`config.mk`:
```
export PLATFORM = sky130hd
export DESIGN_NAME = obs_ctrl
export DESIGN_NICKNAME = d
export VERILOG_FILES = /design/src/rtl/obs_ctrl.sv
export SDC_FILE = /design/constraint.sdc
export NUM_CORES = 1
export LEC_CHECK = 0
export BUFFER_PORTS_ARGS = -buffer_cell sky130_fd_sc_hd__buf_2
export CAP_MARGIN = 0
export CELL_PAD_IN_SITES_DETAIL_PLACEMENT = 0
export CELL_PAD_IN_SITES_GLOBAL_PLACEMENT = 2
export CORE_UTILIZATION = 35
export DETAILED_ROUTE_END_ITERATION = 8
export GPL_TIMING_DRIVEN = 0
export HOLD_SLACK_MARGIN = 0.1
export PLACE_DENSITY = 0.78
export SETUP_SLACK_MARGIN = 0.5
export SLEW_MARGIN = 20
export SYNTH_ARGS = -nofsm -noshare
export SYNTH_HDL_FRONTEND = slang
export SYNTH_SLANG_ARGS = --single-unit
export TNS_END_PERCENT = 50
```
`constraint.sdc`:
```
create_clock -name clk -period 3 [get_ports clk]
set_input_delay 0.6 -clock clk [delete_from_list [all_inputs] [get_ports clk]]
set_output_delay 0.6 -clock clk [all_outputs]
set_load 0.02 [all_outputs]
```
`src/rtl/obs_ctrl.sv`:
```
// Obstacle position controller for the Dino game: waits a pseudo-random number
// of frames, spawns the obstacle off the right edge and scrolls it left each frame.
module obs_ctrl #(
  parameter int CONV     = 0,
  parameter int SCREEN_W = 640,
  parameter int SPRITE_W = 16,
  parameter int MIN_GAP  = 20
) (
  input  logic          clk,
  input  logic          rst,
  input  logic          i_frame_tick,
  input  logic          i_start,
  input  logic          i_collision,
  input  logic [3:0]    i_speed,
  output logic [9:CONV] o_xpos,
  output logic          o_active,
  output logic          o_passed
);

  localparam int W = 10 - CONV;
  localparam logic [9:CONV] SPAWN_X = W'(SCREEN_W + SPRITE_W);
  localparam logic [15:0]   LFSR_SEED = 16'hACE1;

  typedef enum logic [1:0] {
    S_IDLE = 2'd0,
    S_WAIT = 2'd1,
    S_MOVE = 2'd2,
    S_HALT = 2'd3
  } state_t;

  function automatic logic lfsr_fb(input logic [15:0] v);
    return v[15] ^ v[13] ^ v[12] ^ v[10];
  endfunction

  state_t        r_state, w_state_n;
  logic [9:CONV] r_xpos, w_xpos_n;
  logic [6:0]    r_cnt, w_cnt_n;
  logic [15:0]   r_lfsr, w_lfsr_n;
  logic          r_active, w_active_n;
  logic          r_passed, w_passed_n;
  logic [9:CONV] w_step;
  logic [6:0]    w_delay;

  assign w_step  = (i_speed == 4'd0) ? W'(1) : W'(i_speed);
  // Delay uses the LFSR value before this cycle's advance.
  assign w_delay = 7'(MIN_GAP) + {1'b0, r_lfsr[5:0]};

  // State and output registers.
  always_ff @(posedge clk) begin
    if (rst) begin
      r_state  <= S_IDLE;
      r_xpos   <= {W{1'b0}};
      r_cnt    <= 7'd0;
      r_lfsr   <= LFSR_SEED;
      r_active <= 1'b0;
      r_passed <= 1'b0;
    end else begin
      r_state  <= w_state_n;
      r_xpos   <= w_xpos_n;
      r_cnt    <= w_cnt_n;
      r_lfsr   <= w_lfsr_n;
      r_active <= w_active_n;
      r_passed <= w_passed_n;
    end
  end

  // Next-state, position, wait counter and LFSR.
  always_comb begin
    w_state_n  = r_state;
    w_xpos_n   = r_xpos;
    w_cnt_n    = r_cnt;
    w_passed_n = 1'b0;
    if (i_frame_tick) begin
      w_lfsr_n = {r_lfsr[14:0], lfsr_fb(r_lfsr)};
    end else begin
      w_lfsr_n = r_lfsr;
    end

    if (i_start) begin
      w_state_n = S_WAIT;
      w_xpos_n  = {W{1'b0}};
      w_cnt_n   = w_delay;
    end else if (i_frame_tick) begin
      case (r_state)
        S_WAIT: begin
          if (r_cnt == 7'd0) begin
            w_state_n = S_MOVE;
            w_xpos_n  = SPAWN_X;
          end else begin
            w_cnt_n = r_cnt - 7'd1;
          end
        end
        S_MOVE: begin
          if (i_collision) begin
            w_state_n = S_HALT;
          end else if (r_xpos <= w_step) begin
            w_state_n  = S_WAIT;
            w_xpos_n   = {W{1'b0}};
            w_passed_n = 1'b1;
            w_cnt_n    = w_delay;
          end else begin
            w_xpos_n = r_xpos - w_step;
          end
        end
        S_IDLE:  w_state_n = S_IDLE;
        S_HALT:  w_state_n = S_HALT;
        default: w_state_n = S_IDLE;
      endcase
    end else begin
      w_state_n = r_state;
    end

    w_active_n = (w_state_n == S_MOVE) || (w_state_n == S_HALT);
  end

  assign o_xpos   = r_xpos;
  assign o_active = r_active;
  assign o_passed = r_passed;

endmodule

```
==> summary.md <==
| Metric | Value |
|---|---|
| CP Class | input port to flop |
| Largest net degree at the start of global routing | 14 |
| Via count | 1846 |
| Global-route wire length before repair | 8520 µm |
| Area of placed instances | between 2000 and 2500 µm² |
| Final core utilization | 46.0% |
| Number of port buffers | 19 |
| Worst EP required | 3210 ps |
| Die X | 79.1 µm |
| Ant diodes | 0 |
| Final ANT Viol Nets | 0 |
| Design area | 2580 µm² |
| Seq cells post-synth | 37 |
| Residual DRC | 0 |
| Most used DFF post-synth | dfxtp_1 |
| Layout net count | just under 300 |
| Initial Util | around 37% |
| Critical path fanouts, max | 5 |
| Clk_lat worst skew | roughly 290 ps |
| Setup TNS | 0 ps |
| Post-synth EDFFs | 0 |
| Clock-pin slew on the worst setup and hold paths | 80 ps |
| Layout cell share with drive strength beyond 1 | about a quarter |
| Reg2Reg Capture Point | r_cnt[4] |
| Status | finished clean |
| FMAX | around 390 MHz |
| P_leak | ~1.1 nW |
| Detailed-placement wirelength estimate | 3670 µm |
| Rows | 27 |
| Total core area | about 5600 µm² |
| Clk_skew | 7.96 ps |
| Number of global-route vias before repair | 1766 |
| Hold Crit Class | flop to flop |
| Hold WS | 464 ps |
| Distinct cells, synth | 57 |
| TritonCTS clock tree | yes |
| Syn Inst Count | 242 |
| Worst slew pin tran | 726 ps |
| Maxcap violations | 0 |
| Gr ovfl total | 0 |
| I/O Pins | 21 |
| Unrepaired setup endpoints after global routing | yes |
| Gpl congestion | ~0.74 |
| Worst setup endpoint | r_cnt[3] |
| Pwr Density | ~470 nW/µm² |
| Area grow syn2layout | 23.8% |
| Cts bufs inserted | 5 |
| Mapped Area | 2080 µm² |
| Total track usage | 17.7% |
| Critical Path Start | i_speed[1] |
| Worst R2R Start | r_cnt[0] |
| Crit path launch type | input port |
| Cts hold-fix bufs | 0 |
| Initial antenna violation count | 0 |
| # setup viols final | 0 |
| CP arrival | 2770 ps |
| Vias per Instance | 5.27 |
| Period Utilization, post-route | 85.3% |
| Post-synthesis sequential area ratio | 35.6% |
| Max clock buf depth | 2 |
| Post-synthesis async set-or-reset flop share | 0% |
| Root Driver | clkbuf_8 |
| DRT iter0 DRCs | 37 |
| Post-DR wirelength/cell | 14.8 µm |
| Pre-Repair DR Iteration Count | 4 |
| YS warnings | 0 |
| Clock sink total | 37 |
| Syn_area_per_cell | ~8.6 µm² |
| Final hold vios | 0 |
| Die footprint | 6260 µm² |
| Peak VDD IR | 0.327 mV |
| Critical Path End Type | flop |
| Post-Route WL | 5190 µm |
| Worst Reg-to-Reg Cells | 9 |
| Slew Limit Fails | 0 |
| Flop2flop setup slack | 610 ps |
| H-tree lvl count | 2 |
| Die height | 79.1 µm |
| Final Critical Period | about 2600 ps |
| Synth Net Count | ~260 |
| Max-slew headroom | 51.1% |
==> layout make-up <==
| cell class | count | area, µm² |
|---|---|---|
| flip-flops and latches | 37 | 741 |
| multi-input cells | 182 | 1290 |
| well taps | 72 | 90.1 |
| fillers | 597 | 3030 |
| clock buffers | 5 | 68.8 |
| plain buffers | 11 | 75.1 |
| repair buffers | 28 | 189 |
| clock inverters | 3 | 46.3 |
| inverters | 12 | 75.1 |
==> worst min path at each step <==
stage | start | end | cells past startpoint
after floorplan | r_lfsr[6] | r_lfsr[6] | 1
after global routing | r_lfsr[6] | r_lfsr[6] | 1
after detailed placement | r_lfsr[6] | r_lfsr[6] | 1
after global placement | r_lfsr[11] | r_lfsr[11] | 1
after CTS | r_lfsr[6] | r_lfsr[6] | 1
final | r_lfsr[6] | r_lfsr[6] | 1
==> flip-flops by register name, summed over array words and instances (netlist names) <==
signal    cells
o_active      1
o_xpos       10
r_lfsr       16
o_passed      1
r_state       2
r_cnt         7
==> through the flow <==
stage	cells	setup slack, ps	total power [mW]
after detailed placement	333	0.701	0.752
after global routing	350	397	1.27
after floorplan	242	450	0.701
after CTS	344	491	1.21
after global placement	333	-11.9	0.753
final	350	440	1.20
==> cell families after synthesis <==
group / count (synthesis) / share of synthesized area [%]
AOI/OAI and AO/OA: 70 / 24.2
xor gates and xnor gates: 7 / 2.94
adders and majority gates: 7 / 4.57
buffers and inverters: 23 / 5.77
DFF: 37 / 35.6
muxes: 8 / 3.85
and+or+nand+nor: 90 / 23.1
==> cell usage after synthesis, types with 2 or more instances <==
cell type	count	share of area [%]
a211o_1	9	3.8
a21oi_1	17	4.1
a221o_2	2	1.1
a22oi_1	5	1.8
a31oi_1	5	1.5
and2_1	6	1.8
buf_6	3	1.6
clkbuf_1	6	1.1
dfxtp_1	37	36
ha_1	6	3.6
inv_1	11	2.0
mux2i_1	8	3.8
nand2_1	17	3.1
nand3_1	2	0.48
nand4_1	5	1.5
nor2_1	27	4.9
nor2b_1	2	0.60
nor3_1	9	2.2
nor3b_1	3	1.1
o21a_1	2	0.72
o21ai_0	11	2.6
o21bai_1	2	0.72
o22ai_1	2	0.60
or3_1	2	0.60
or3_2	3	1.1
or3_4	2	1.1
or3b_1	2	0.84
or4_1	2	0.72
xnor2_1	6	2.5
==> routing by layer <==
metal | wire length [µm] | GRT usage [%] | up-vias
met5 | 0 | 0 | -
met4 | 46 | 4.91 | 0
met3 | 140 | 3.68 | 4
met2 | 2500 | 31.1 | 19
met1 | 2500 | 21.6 | 870
li1 | - | - | 953
==> critical path, stage by stage <==
cell and delay [ps]:
buf_8 100, clkinv_8 40, a31o_4 160, ha_4 130, inv_2 40, fa_2 410, nand3_4 90, nand2_4 60
a2111o_1 490, a21oi_4 210, buf_6 160, nor2_4 40, o32ai_2 240
==> where the power goes <==
| part | internal [mW] | switching (mW) |
|---|---|---|
| Combinational | 0.100 | 0.115 |
| Sequential | 0.517 | 0.0248 |
| Clock | 0.249 | 0.193 |
| Total | 0.866 | 0.332 |
==> repair_timing <==
action	4_1_cts	5_1_grt
pin swaps	2	8
endpoints found under the setup margin	8	19
buffers inserted	3	5
resized for setup	1	19
cloned	0	1
==> placed cells by master (no fill, tap or decap), drive strengths merged, types with 2 or more instances in the layout <==
| cell | synthesis | final |
|---|---|---|
| a211o | 10 | 10 |
| nand3 | 2 | 2 |
| nor3 | 9 | 9 |
| clkinv | 1 | 4 |
| buf | 4 | 32 |
| o21bai | 2 | 2 |
| o32ai | 2 | 2 |
| nor2b | 2 | 2 |
| a21oi | 18 | 18 |
| o22ai | 2 | 2 |
| nor2 | 28 | 28 |
| xnor2 | 6 | 6 |
| nand2 | 17 | 17 |
| a22oi | 5 | 5 |
| nand4 | 5 | 5 |
| or2b | 2 | 2 |
| mux2i | 8 | 8 |
| or3b | 2 | 2 |
| nor3b | 4 | 4 |
| or3 | 7 | 7 |
| ha | 6 | 6 |
| or4 | 2 | 2 |
| o21ai | 12 | 12 |
| clkbuf | 7 | 12 |
| dfxtp | 37 | 37 |
| a221o | 3 | 3 |
| inv | 11 | 9 |
| a31oi | 5 | 5 |
| o21a | 2 | 2 |
| and2 | 6 | 6 |
Note: power is estimated with default switching activity, not from simulation.
